File: src/rtl/adc_cfg_sequencer.sv
// ADC configuration sequencer: RESET pulse, post-reset wait, then serial write of a
// register table (or a single host word) over SEN/SCLK/SDATA, MSB first.
// Latency: start -> RESET high on the next edge; every pin output is registered.
// Backpressure: wr_req is held by the requester until the one-cycle wr_ack; start is
// ignored while busy.
// Ports: clk_50 / reset_n (sync, active-low); start; tbl_idx -> tbl_word lookup;
// wr_req / wr_word / wr_ack host write; adc_reset, sclk, sen, sdata ADC pins;
// busy (not IDLE/DONE); done (init complete, sticky).
module adc_cfg_sequencer #(
  parameter int SCLK_DIV   = 5,
  parameter int RST_CYCLES = 10,
  parameter int RST_WAIT   = 100,
  parameter int GAP_CYCLES = 8,
  parameter int NUM_WORDS  = 4
) (
  input  logic        clk_50,
  input  logic        reset_n,
  input  logic        start,
  output logic [3:0]  tbl_idx,
  input  logic [23:0] tbl_word,
  input  logic        wr_req,
  input  logic [23:0] wr_word,
  output logic        wr_ack,
  output logic        adc_reset,
  output logic        sclk,
  output logic        sen,
  output logic        sdata,
  output logic        busy,
  output logic        done
);

  typedef enum logic [2:0] {
    S_IDLE, S_RST_PULSE, S_RST_HOLD, S_LOAD, S_SHIFT, S_GAP, S_DONE
  } state_t;

  // One shared counter serves RESET width, post-reset wait and gap timing.
  localparam int CNT_MAX_A = (RST_CYCLES > RST_WAIT) ? RST_CYCLES : RST_WAIT;
  localparam int CNT_MAX   = (CNT_MAX_A > GAP_CYCLES) ? CNT_MAX_A : GAP_CYCLES;
  localparam int CW        = $clog2(CNT_MAX + 1);
  localparam int DW        = $clog2(SCLK_DIV + 1);

  localparam logic [CW-1:0] RST_LAST      = CW'(RST_CYCLES - 1);
  // The one-cycle LOAD is counted as part of the wait/gap, so the SEN-high time
  // seen on the pins equals the parameter exactly.
  localparam logic [CW-1:0] WAIT_LAST     = CW'(RST_WAIT - 2);
  localparam logic [CW-1:0] GAP_LOAD_LAST = CW'(GAP_CYCLES - 2);
  localparam logic [CW-1:0] GAP_LAST      = CW'(GAP_CYCLES - 1);
  localparam logic [DW-1:0] DIV_LAST      = DW'(SCLK_DIV - 1);
  localparam logic [3:0]    IDX_LAST      = 4'(NUM_WORDS - 1);

  state_t        r_state, w_state_nxt;
  logic [CW-1:0] r_cnt, w_cnt_nxt;
  logic [DW-1:0] r_div, w_div_nxt;
  logic [4:0]    r_bit, w_bit_nxt;
  logic [23:0]   r_shreg, w_shreg_nxt;
  logic          r_init, w_init_nxt;
  logic [3:0]    r_tbl_idx, w_idx_nxt;
  logic          r_wr_ack, w_wr_ack_nxt;
  logic          r_adc_reset, w_adc_reset_nxt;
  logic          r_sclk, w_sclk_nxt;
  logic          r_sen, w_sen_nxt;
  logic          r_sdata, w_sdata_nxt;
  logic          r_busy, w_busy_nxt;
  logic          r_done, w_done_nxt;
  logic          w_more;
  logic [23:0]   w_load_word;

  // More table words remain only during an init sequence.
  assign w_more      = r_init && (r_tbl_idx < IDX_LAST);
  assign w_load_word = r_init ? tbl_word : wr_word;

  always_ff @(posedge clk_50) begin
    if (!reset_n) begin
      r_state     <= S_IDLE;
      r_cnt       <= '0;
      r_div       <= '0;
      r_bit       <= '0;
      r_shreg     <= '0;
      r_init      <= 1'b0;
      r_tbl_idx   <= '0;
      r_wr_ack    <= 1'b0;
      r_adc_reset <= 1'b0;
      r_sclk      <= 1'b1;
      r_sen       <= 1'b1;
      r_sdata     <= 1'b0;
      r_busy      <= 1'b0;
      r_done      <= 1'b0;
    end else begin
      r_state     <= w_state_nxt;
      r_cnt       <= w_cnt_nxt;
      r_div       <= w_div_nxt;
      r_bit       <= w_bit_nxt;
      r_shreg     <= w_shreg_nxt;
      r_init      <= w_init_nxt;
      r_tbl_idx   <= w_idx_nxt;
      r_wr_ack    <= w_wr_ack_nxt;
      r_adc_reset <= w_adc_reset_nxt;
      r_sclk      <= w_sclk_nxt;
      r_sen       <= w_sen_nxt;
      r_sdata     <= w_sdata_nxt;
      r_busy      <= w_busy_nxt;
      r_done      <= w_done_nxt;
    end
  end

  always_comb begin
    w_state_nxt     = r_state;
    w_cnt_nxt       = '0;
    w_div_nxt       = '0;
    w_bit_nxt       = r_bit;
    w_shreg_nxt     = r_shreg;
    w_init_nxt      = r_init;
    w_idx_nxt       = r_tbl_idx;
    w_wr_ack_nxt    = 1'b0;
    w_adc_reset_nxt = 1'b0;
    w_sclk_nxt      = r_sclk;
    w_sen_nxt       = r_sen;
    w_sdata_nxt     = r_sdata;
    w_done_nxt      = r_done;

    case (r_state)
      S_IDLE, S_DONE: begin
        // start has priority; a simultaneous wr_req stays pending.
        if (start) begin
          w_state_nxt     = S_RST_PULSE;
          w_adc_reset_nxt = 1'b1;
          w_init_nxt      = 1'b1;
          w_idx_nxt       = '0;
          w_done_nxt      = 1'b0;
        end else if (wr_req) begin
          w_state_nxt  = S_LOAD;
          w_wr_ack_nxt = 1'b1;
          w_init_nxt   = 1'b0;
        end
      end
      S_RST_PULSE: begin
        w_adc_reset_nxt = 1'b1;
        w_cnt_nxt       = r_cnt + 1'b1;
        if (r_cnt == RST_LAST) begin
          w_adc_reset_nxt = 1'b0;
          w_cnt_nxt       = '0;
          // A one-cycle wait is fully covered by LOAD itself.
          w_state_nxt     = (RST_WAIT == 1) ? S_LOAD : S_RST_HOLD;
        end
      end
      S_RST_HOLD: begin
        w_cnt_nxt = r_cnt + 1'b1;
        if (r_cnt == WAIT_LAST) begin
          w_cnt_nxt   = '0;
          w_state_nxt = S_LOAD;
        end
      end
      S_LOAD: begin
        w_shreg_nxt = w_load_word;
        w_sdata_nxt = w_load_word[23];
        w_sen_nxt   = 1'b0;
        w_sclk_nxt  = 1'b0;
        w_bit_nxt   = '0;
        w_state_nxt = S_SHIFT;
      end
      S_SHIFT: begin
        w_div_nxt = r_div + 1'b1;
        if (r_div == DIV_LAST) begin
          w_div_nxt = '0;
          if (!r_sclk) begin
            w_sclk_nxt = 1'b1;
          end else if (r_bit == 5'd23) begin
            w_sen_nxt   = 1'b1;
            w_sclk_nxt  = 1'b1;
            w_sdata_nxt = 1'b0;
            if (w_more && (GAP_CYCLES == 1)) begin
              w_idx_nxt   = r_tbl_idx + 4'd1;
              w_state_nxt = S_LOAD;
            end else begin
              w_state_nxt = S_GAP;
            end
          end else begin
            // Falling SCLK edge: present the next bit.
            w_sclk_nxt  = 1'b0;
            w_bit_nxt   = r_bit + 5'd1;
            w_shreg_nxt = {r_shreg[22:0], 1'b0};
            w_sdata_nxt = r_shreg[22];
          end
        end
      end
      S_GAP: begin
        w_cnt_nxt = r_cnt + 1'b1;
        if (w_more) begin
          if (r_cnt == GAP_LOAD_LAST) begin
            w_cnt_nxt   = '0;
            w_idx_nxt   = r_tbl_idx + 4'd1;
            w_state_nxt = S_LOAD;
          end
        end else if (r_cnt == GAP_LAST) begin
          w_cnt_nxt = '0;
          if (r_init) begin
            w_state_nxt = S_DONE;
            w_done_nxt  = 1'b1;
          end else begin
            // done is untouched by host writes, so it records where we came from.
            w_state_nxt = r_done ? S_DONE : S_IDLE;
          end
        end
      end
      default: w_state_nxt = S_IDLE;
    endcase

    w_busy_nxt = (w_state_nxt != S_IDLE) && (w_state_nxt != S_DONE);
  end

  assign tbl_idx   = r_tbl_idx;
  assign wr_ack    = r_wr_ack;
  assign adc_reset = r_adc_reset;
  assign sclk      = r_sclk;
  assign sen       = r_sen;
  assign sdata     = r_sdata;
  assign busy      = r_busy;
  assign done      = r_done;

endmodule

File: config.mk
export PLATFORM = sky130hd
export DESIGN_NAME = adc_cfg_sequencer
export DESIGN_NICKNAME = d
export VERILOG_FILES = /design/src/rtl/adc_cfg_sequencer.sv
export SDC_FILE = /design/constraint.sdc
export NUM_CORES = 1
export LEC_CHECK = 0
export CAP_MARGIN = 40
export CORE_UTILIZATION = 50
export DETAILED_ROUTE_END_ITERATION = 10
export PLACE_DENSITY = 0.79
export SYNTH_ARGS = -nofsm -noshare
export SYNTH_HDL_FRONTEND = slang
export SYNTH_SLANG_ARGS = --single-unit
File: constraint.sdc
create_clock -name clk_50 -period 2.6 [get_ports clk_50]
set_input_delay 0.52 -clock clk_50 [delete_from_list [all_inputs] [get_ports clk_50]]
set_output_delay 0.52 -clock clk_50 [all_outputs]
set_load 0.005 [all_outputs]
## Word level (Yosys, flattened, before mapping)

Index checks and enable logic that the tools add are counted.

- Output and inout bits: 11
- ROM bits: 0
- Word-level logic and storage cells: 117
- Flip-flop bits (word level): 53
- Memories kept: 0
- RAM bits: 0
- Bits in latches: 0

- Div/mod/pow operators: 0
- $lt $le $gt $ge: 1
- Shift operators: 0
- Multiplexer cells: 55
- $mul: 0
- Equal/unequal tests: 23
- Reductions and logical operators: 17
- $add $sub $neg: 4
- Bitwise gates (word level): 3

Operators by type and width:

| operator | number |
|---|---|
| $mux 23 | 3 |
| $pmux 23 s2 | 1 |
| $mux 3 | 12 |
| $mux 7 | 5 |
| $mux 24 | 1 |
| $pmux 7 s3 | 1 |
| $ne 2x2->1 const B | 10 |
| $mux 1 | 18 |
| $pmux 3 s6 | 1 |
| $mux 5 | 3 |
| $eq 7x3->1 const B | 2 |
| $eq 3x3->1 const B | 4 |
| $mux 4 | 3 |
| $reduce_and 4->1 | 3 |
| $pmux 1 s2 | 5 |
| $pmux 5 s2 | 1 |
| $pmux 4 s2 | 1 |
| $add 7x1->7 const B | 1 |
| $eq 7x4->1 const B | 1 |
| $eq 7x7->1 const B | 1 |
| $eq 3x2->1 const B | 2 |
| $reduce_bool 2->1 | 3 |
| $reduce_or 3->1 | 2 |
| $add 5x1->5 const B | 1 |
| 14 further kinds | 18 |

## Logic depth before layout (Yosys ltp)

- Depth after elaboration: 7
- Depth in mapped cells: 8

## Worst setup path after synthesis

OpenSTA, ideal clock, no wires.

- Path kind: flip-flop to flip-flop
- Start: reg r_cnt[3]
- End: reg r_busy (netlist: busy)
- Clock period less this slack: 1.832 ns
- Required time: 2.485 ns
- Data arrival time: 1.717 ns
- Cell stages (with the launch flop): 6
- Slack: 0.768 ns
- Path buffers: 0
- Cells stage by stage: dfxtp_1 > or4_4 > or4_1 > o2111ai_2 > xnor2_1 > o21a_1

- Longest elaborated chain between the ends: 6

RTL lines:

| element | RTL line | source |
|---|---|---|
| start: declaration | 52 | `logic [CW-1:0] r_cnt, w_cnt_nxt;` |
| start signal: assignment | 90 | `r_cnt <= w_cnt_nxt;` |
| $eq 7x3->1 (on tied branches) | 194, 189 |  |
| $mux 3 (on tied branches) | 194, 189 |  |
| $mux 3 | 188 | `if (w_more) begin` |
| $pmux 3 s6 (*) | 121 | `case (r_state)` |
| $ne 3x3->1 or $reduce_bool 3->1 (tied branches) | 208 | `w_busy_nxt = (w_state_nxt != S_IDLE) && (w_state_nxt != S_DONE);` |
| $logic_and 1x1->1 (*) | 208 |  |
| end signal: assignment | 101 | `r_busy <= w_busy_nxt;` |
| end: declaration | 63 | `logic r_busy, w_busy_nxt;` |

Mark *: on every way between the ends. The rest lies on a longest branch, timed or not.
A chain may end at the register's enable or synchronous reset.

## Final worst setup path

- Start: reg r_cnt[0]
- End: reg r_cnt[6]

- Longest elaborated chain between the ends: 4

RTL lines:

| element | RTL line |
|---|---|
| $add 7x1->7 (tied with other cells) | 138, 147, 187 |
| $mux 7 (on tied branches) | 194, 189 |
| $mux 7 | 188 |
| $pmux 7 s3 (*) | 121 |

Marks and branches as above.

==> reports/qor.yml <==
status: "finished clean"
cts_hold_buffers: 0
drive_above_1_share_pct: 4.66
fill_cells: 425
p_int_mw: 1.33
tightest_slew_ns: 0.615
hold_violations: 0
viasPerCell: 5.39
cts_tree: "done"
drv_slew: 0
skew_ns: 0.0102
hpwlAfterDp_um: 4450
synth.net_count: 390
antenna_found_initial: 0
cpMaxStageDelayCell: "nor4bb_1"
start_kind: "register"
wl_per_cell_um: 13.3
post_cts_resized: 0
path_cells: "ha_1, nor4bb_1, a21boi_0, o21ba_2, o21bai_1, nor2_1"
rows: 26
worstSetupPathType: "reg2reg"
worstPathRequired_ns: 2.76
fin_crit_ns: 2.19
crit_path_max_fanout: 6
drt_iter0_markers: 128
synth_ff_type: "dfxtp_1"
synth-seq-cells: 53
synth_warnings: 0
ff2ff_path_depth: 6
switching_share_pct: 23.7
placed_area_sq_mm: 0.00348
async_flop_share_pct: 0
io_buffers: 62
drc: 0
ir_worst_vdd_mv: 0.465
die_y_um: 76.9
critPathMaxStageDelay_ns: 0.52
grt_pass1_vias: 2283
cap_violations: 0
fin_setup_tns_ns: 0
r2r_start: "r_cnt[0]"
place.gp.congestion: 0.874
start_util_pct: 53.5
cp_num_cells: 6
max-slew-margin-rel_pct: 58.4
syn_area_per_cell_sq_um: 8.47
ant_nets: 0
seqPwrFrac_pct: 49.6
io-pin-count: 63
cts.clk_slew.worst_paths_ns: 0.09
area_delta_synth_final_pct: 28.3
worstHoldStart: "r_div[0]"
rsz0062_at_grt: "no"
wl_um: 6080
synth_area_leaders: "dfxtp_1, mux2i_1, a21boi_0"
pwr-share-clk_pct: 32.6
power_frac_comb_pct: 17.8
finish.instance_area_sq_mm: 0.00360
startpoint: "r_cnt[0]"
synth_area_leader_cell: "dfxtp_1"
yosysMostFrequentCell: "nand2_1"
synth_top_area_share_pct: 37.8
antennaDiodeCount: 0
fin_crit_sh_pct: 84.3
syn_area_sq_mm: 0.00280
htreeDepth: 2
die_area_sq_mm: 0.00591
cp.buffers_inverters: 0
grt-ovfl-total: 0
grt_util_all_layers_pct: 21.4
clock_tree.root_cell: "clkbuf_8"
hold_class: "reg2reg"
fp.dieW_um: 76.9
p_sw_mw: 0.413
nets: 444
crit_family: "compound AO/OA/AOI/OAI gates"
setup_viol: 0
power_density_mw_per_mm2: 483
holdPathStages: 1
cts_buffer_depth: 2
arrival_ns: 2.35
via_count: 2459
cp-end-kind: "register"
grt_max_degree: 46
insertion_delay_ns: 0.30
clkSinkCount: 53
ys_seq_area_share_pct: 37.8
drtPass1Iterations: 4
synth.top_cells.by_count: "nand2_1, dfxtp_1, a21boi_0"
cts_buffers: 5
coreArea_sq_mm: 0.00524
yosysUniqueCellTypes: 43
power_leakage_nw: 1.32
fmax_mhz: 456
synth-edff-count: 0
grt_pass1_wl_um: 10400
syn_inst: 331
post_cts_buffers: 0
## cell usage in the layout (no fill, tap or decap), types with 7 or more instances in the layout
cell	instances
nor2b_1	8
nand3_1	9
ha_1	7
dfxtp_1	53
clkdlybuf4s50_1	62
nand2_1	58
inv_1	8
a21boi_0	29
o211ai_1	24
xor2_1	7
mux2i_1	26
nor2_1	20
## sequential cells by signal (all words and copies together) (netlist names), 3 cells and up
signal / count
r_cnt: 7
r_bit: 5
r_div: 3
tbl_idx: 4
r_state: 3
r_shreg: 23
## cell type report
| type | instances | area [sq um] | area share [%] |
|---|---|---|---|
| Tap cell | 70 | 87.6 | 2.43 |
| Clock buffer | 7 | 86.3 | 2.40 |
| Clock inverter | 1 | 30.0 | 0.834 |
| Sequential cell | 53 | 1060 | 29.5 |
| Inverter | 8 | 30.0 | 0.834 |
| Multi-Input combinational cell | 250 | 1630 | 45.4 |
| Timing Repair Buffer | 67 | 671 | 18.6 |
## final timing paths
check / to / slack [ns]
min reg2reg: r_div[0] / 0.45
max: r_cnt[6] / 0.41
min: r_div[0] / 0.45
max reg2reg: r_cnt[6] / 0.41
## power by group through the flow
stage	registers [mW]	logic, mW	clock network, mW
2_1_floorplan	0.866	0.191	0
3_3_place_gp	0.879	0.308	0
3_5_place_dp	0.881	0.311	0
4_1_cts	0.862	0.312	0.581
5_1_grt	0.867	0.340	0.617
6_report	0.862	0.309	0.568
## cells by family after synthesis
| kind of cell | after synthesis | synth area share [%] |
|---|---|---|
| simple gates | 133 | 23.5 |
| fa+ha+maj | 7 | 3.12 |
| compound gates | 75 | 19.5 |
| flops | 53 | 37.8 |
| xor+xnor | 9 | 2.81 |
| mux | 26 | 9.28 |
| buf+inv | 28 | 3.93 |
## through the flow
stage               instances  worst slack, ns  util, %  hold WS, ns  total power, mW
floorplan                 331            0.768        -        0.417             1.06
global placement          448            0.501     66.5        0.429             1.19
detailed placement        448            0.452     66.5        0.441             1.19
CTS                       456            0.409     68.7        0.458             1.76
global route              456            0.203     68.7        0.490             1.82
finish                    456            0.409     68.7        0.448             1.74
## routing by layer
| metal | global-route usage (%) | part of all wire, % | vias to the layer above |
|---|---|---|---|
| met4 | 5.19 | 0.61 | 0 |
| met1 | 28.2 | 47 | 1128 |
| met5 | 0 | 0 | - |
| met2 | 35.3 | 48 | 58 |
| met3 | 4.40 | 4.4 | 4 |
| li1 | - | - | 1269 |
Note: power is estimated with default switching activity, not from simulation.
==> RTL edit, RTL diff (same settings) <==
Encoding of `state_t`: now one-hot (7 bits for 7 states).
--- a/src/rtl/adc_cfg_sequencer.sv
+++ b/src/rtl/adc_cfg_sequencer.sv
@@ -29,8 +29,8 @@
   output logic        done
 );
 
-  typedef enum logic [2:0] {
-    S_IDLE, S_RST_PULSE, S_RST_HOLD, S_LOAD, S_SHIFT, S_GAP, S_DONE
+  typedef enum logic [6:0] {
+    S_IDLE = 7'b0000001, S_RST_PULSE = 7'b0000010, S_RST_HOLD = 7'b0000100, S_LOAD = 7'b0001000, S_SHIFT = 7'b0010000, S_GAP = 7'b0100000, S_DONE = 7'b1000000
   } state_t;
 
   // One shared counter serves RESET width, post-reset wait and gap timing.
Function: no difference found for any inputs over 10 cycles, from zero or initial values and one cycle with reset_n low; not proved beyond that.
==> RTL edit against the unedited design <==
Routed wire length is 9.6% higher. Non-clock buffer count is 1 lower. Count of clock-buffer cells in the layout is 7 higher. Power is 17% higher. Setup slack worse by 0.13 ns. Critical path type unchanged. Sequential cell count is 4 higher. Cell area is 7.1% higher. Die area is 7.6% higher. Area after synthesis is 7.8% higher. Via count is 10% higher.
==> RTL edit: results (changes against the unedited design) <==
stage	metric	value	unit	change
routing	wl_per_cell	13.8	um	+3.7%
sta	tightest_slew	0.641	ns	+0.0256 ns
yosys	synth_top_cells_by_area	dfxtp_1 (38%), mux2i_1 (8.6%), a211o_1 (6.7%)		
yosys	ys_types	42		-2.3%
final_layout	sequential_cell_total	57		+7.5%
place	place_congestion	0.863		-1.3%
routing	drt_iter0_drc	163		+27%
yosys	seq_area_frac_synth	0.378		-0.000763
final_layout	reg_top3	r_shreg (23), r_cnt (7), r_state (7)		
final_layout	multi_input_area	1730	um^2	+5.8%
final_layout	nClkBuffers	14		+7
final_layout	drive_gt1_frac	0.117		+0.0704
critical_path	crit_slowest_cell	or4_4		
run_status	status	completed		
final_layout	num-nonclk-buffers	66		-1.5%
grt	use_met2	0.383		+0.0302
clocking	h-tree-depth	3		+1
yosys	muxShareOfSynthArea	0.0899		-0.00296
floorplanning	coreArea	5680	um^2	+8.4%
place	post-place-ws	0.320	ns	-0.132 ns
critical_path	cp-startpoint	r_state[5]$_SDFF_PN0_		
critical_path	critPathTopFamily	simple AND/OR/NAND/NOR gates		
clocking	path_clk_slew	0.06	ns	-0.03 ns
power_and_ir_drop	vdd_ir_drop_max	0.277	mV	-41%
place	place_area	3650	um^2	+4.7%
grt	grtUsageMet3	0.0560		+0.0120
final_layout	nNonClkInverters	10		+2
yosys	synth_fa_ha_area_frac	0.0290		-0.00225
yosys	synthTopCellsByCount	dfxtp_1 (57), nor2_1 (49), nand2_1 (30)		
critical_path	cp.arrival	2.58	ns	+0.23 ns
critical_path	reg2reg_slack	0.28	ns	-0.13 ns
grt	grt_usage	0.230		+0.0163
final_layout	bufAreaShareNonClock	0.169		-0.0176
critical_path	worstReg2RegEnd	r_bit[0]$_SDFFE_PN0P_		
clocking	clock_latency	0.34	ns	+0.04 ns
place	dp.cells	466		+4.0%
final_layout	seq_area	1140	um^2	+7.5%
final_layout	seq_share	0.296		+0.00115
sta	worst_clock_skew	0.00759	ns	-0.00260 ns
yosys	postSynthCellCount	348		+5.1%
grt	grt_max_degree	52		+13%
place	dp_hpwl	4640	um	+4.3%
routing	avgViaCountPerCell	5.63		+4.4%
final_layout	fillers	463		+8.9%
sta	fin_hold_ws	0.445	ns	-0.00267 ns
sta	finalCriticalPeriod	2.32	ns	+0.126 ns
clocking	cts_buffers	9		+4
grt	grt_pass1_vias	2570		+13%
power_and_ir_drop	p_leak	1.44	nW	+9.2%
critical_path	ff2ff_path_depth	5		-1
[RTL edit: cell count changes in the layout (fill, tap and decap cells not counted), sizes merged, moves of 8 or more]
cell    unedited run  this run
o211ai            24         2
a21oi              6        33
nor2              20        49
a21boi            29         0
nor2b              8         0
a211o              0        23
nand2             58        30
[RTL edit: metal layers]
layer,wire length [um],vias to the layer above
met1,2980,1254
li1,-,1371
met5,0,-
met4,114,0
met2,3230,75
met3,338,14
[RTL edit: logic make-up (layout without fill, tap and decap cells)]
| family | after synthesis | count (layout) |
|---|---|---|
| simple gates | 136 | 136 |
| compound gates | 80 | 80 |
| flops | 57 | 57 |
| buf+inv | 30 | 92 |
| mux | 27 | 27 |
| xor+xnor | 11 | 11 |
| fa+ha+maj | 7 | 7 |
[RTL edit: power breakdown]
group	internal [mW]	switching, mW	total [mW]
sequential	0.892	0.0157	0.908
clock	0.520	0.336	0.856
combinational	0.152	0.123	0.275
total	1.56	0.474	2.04
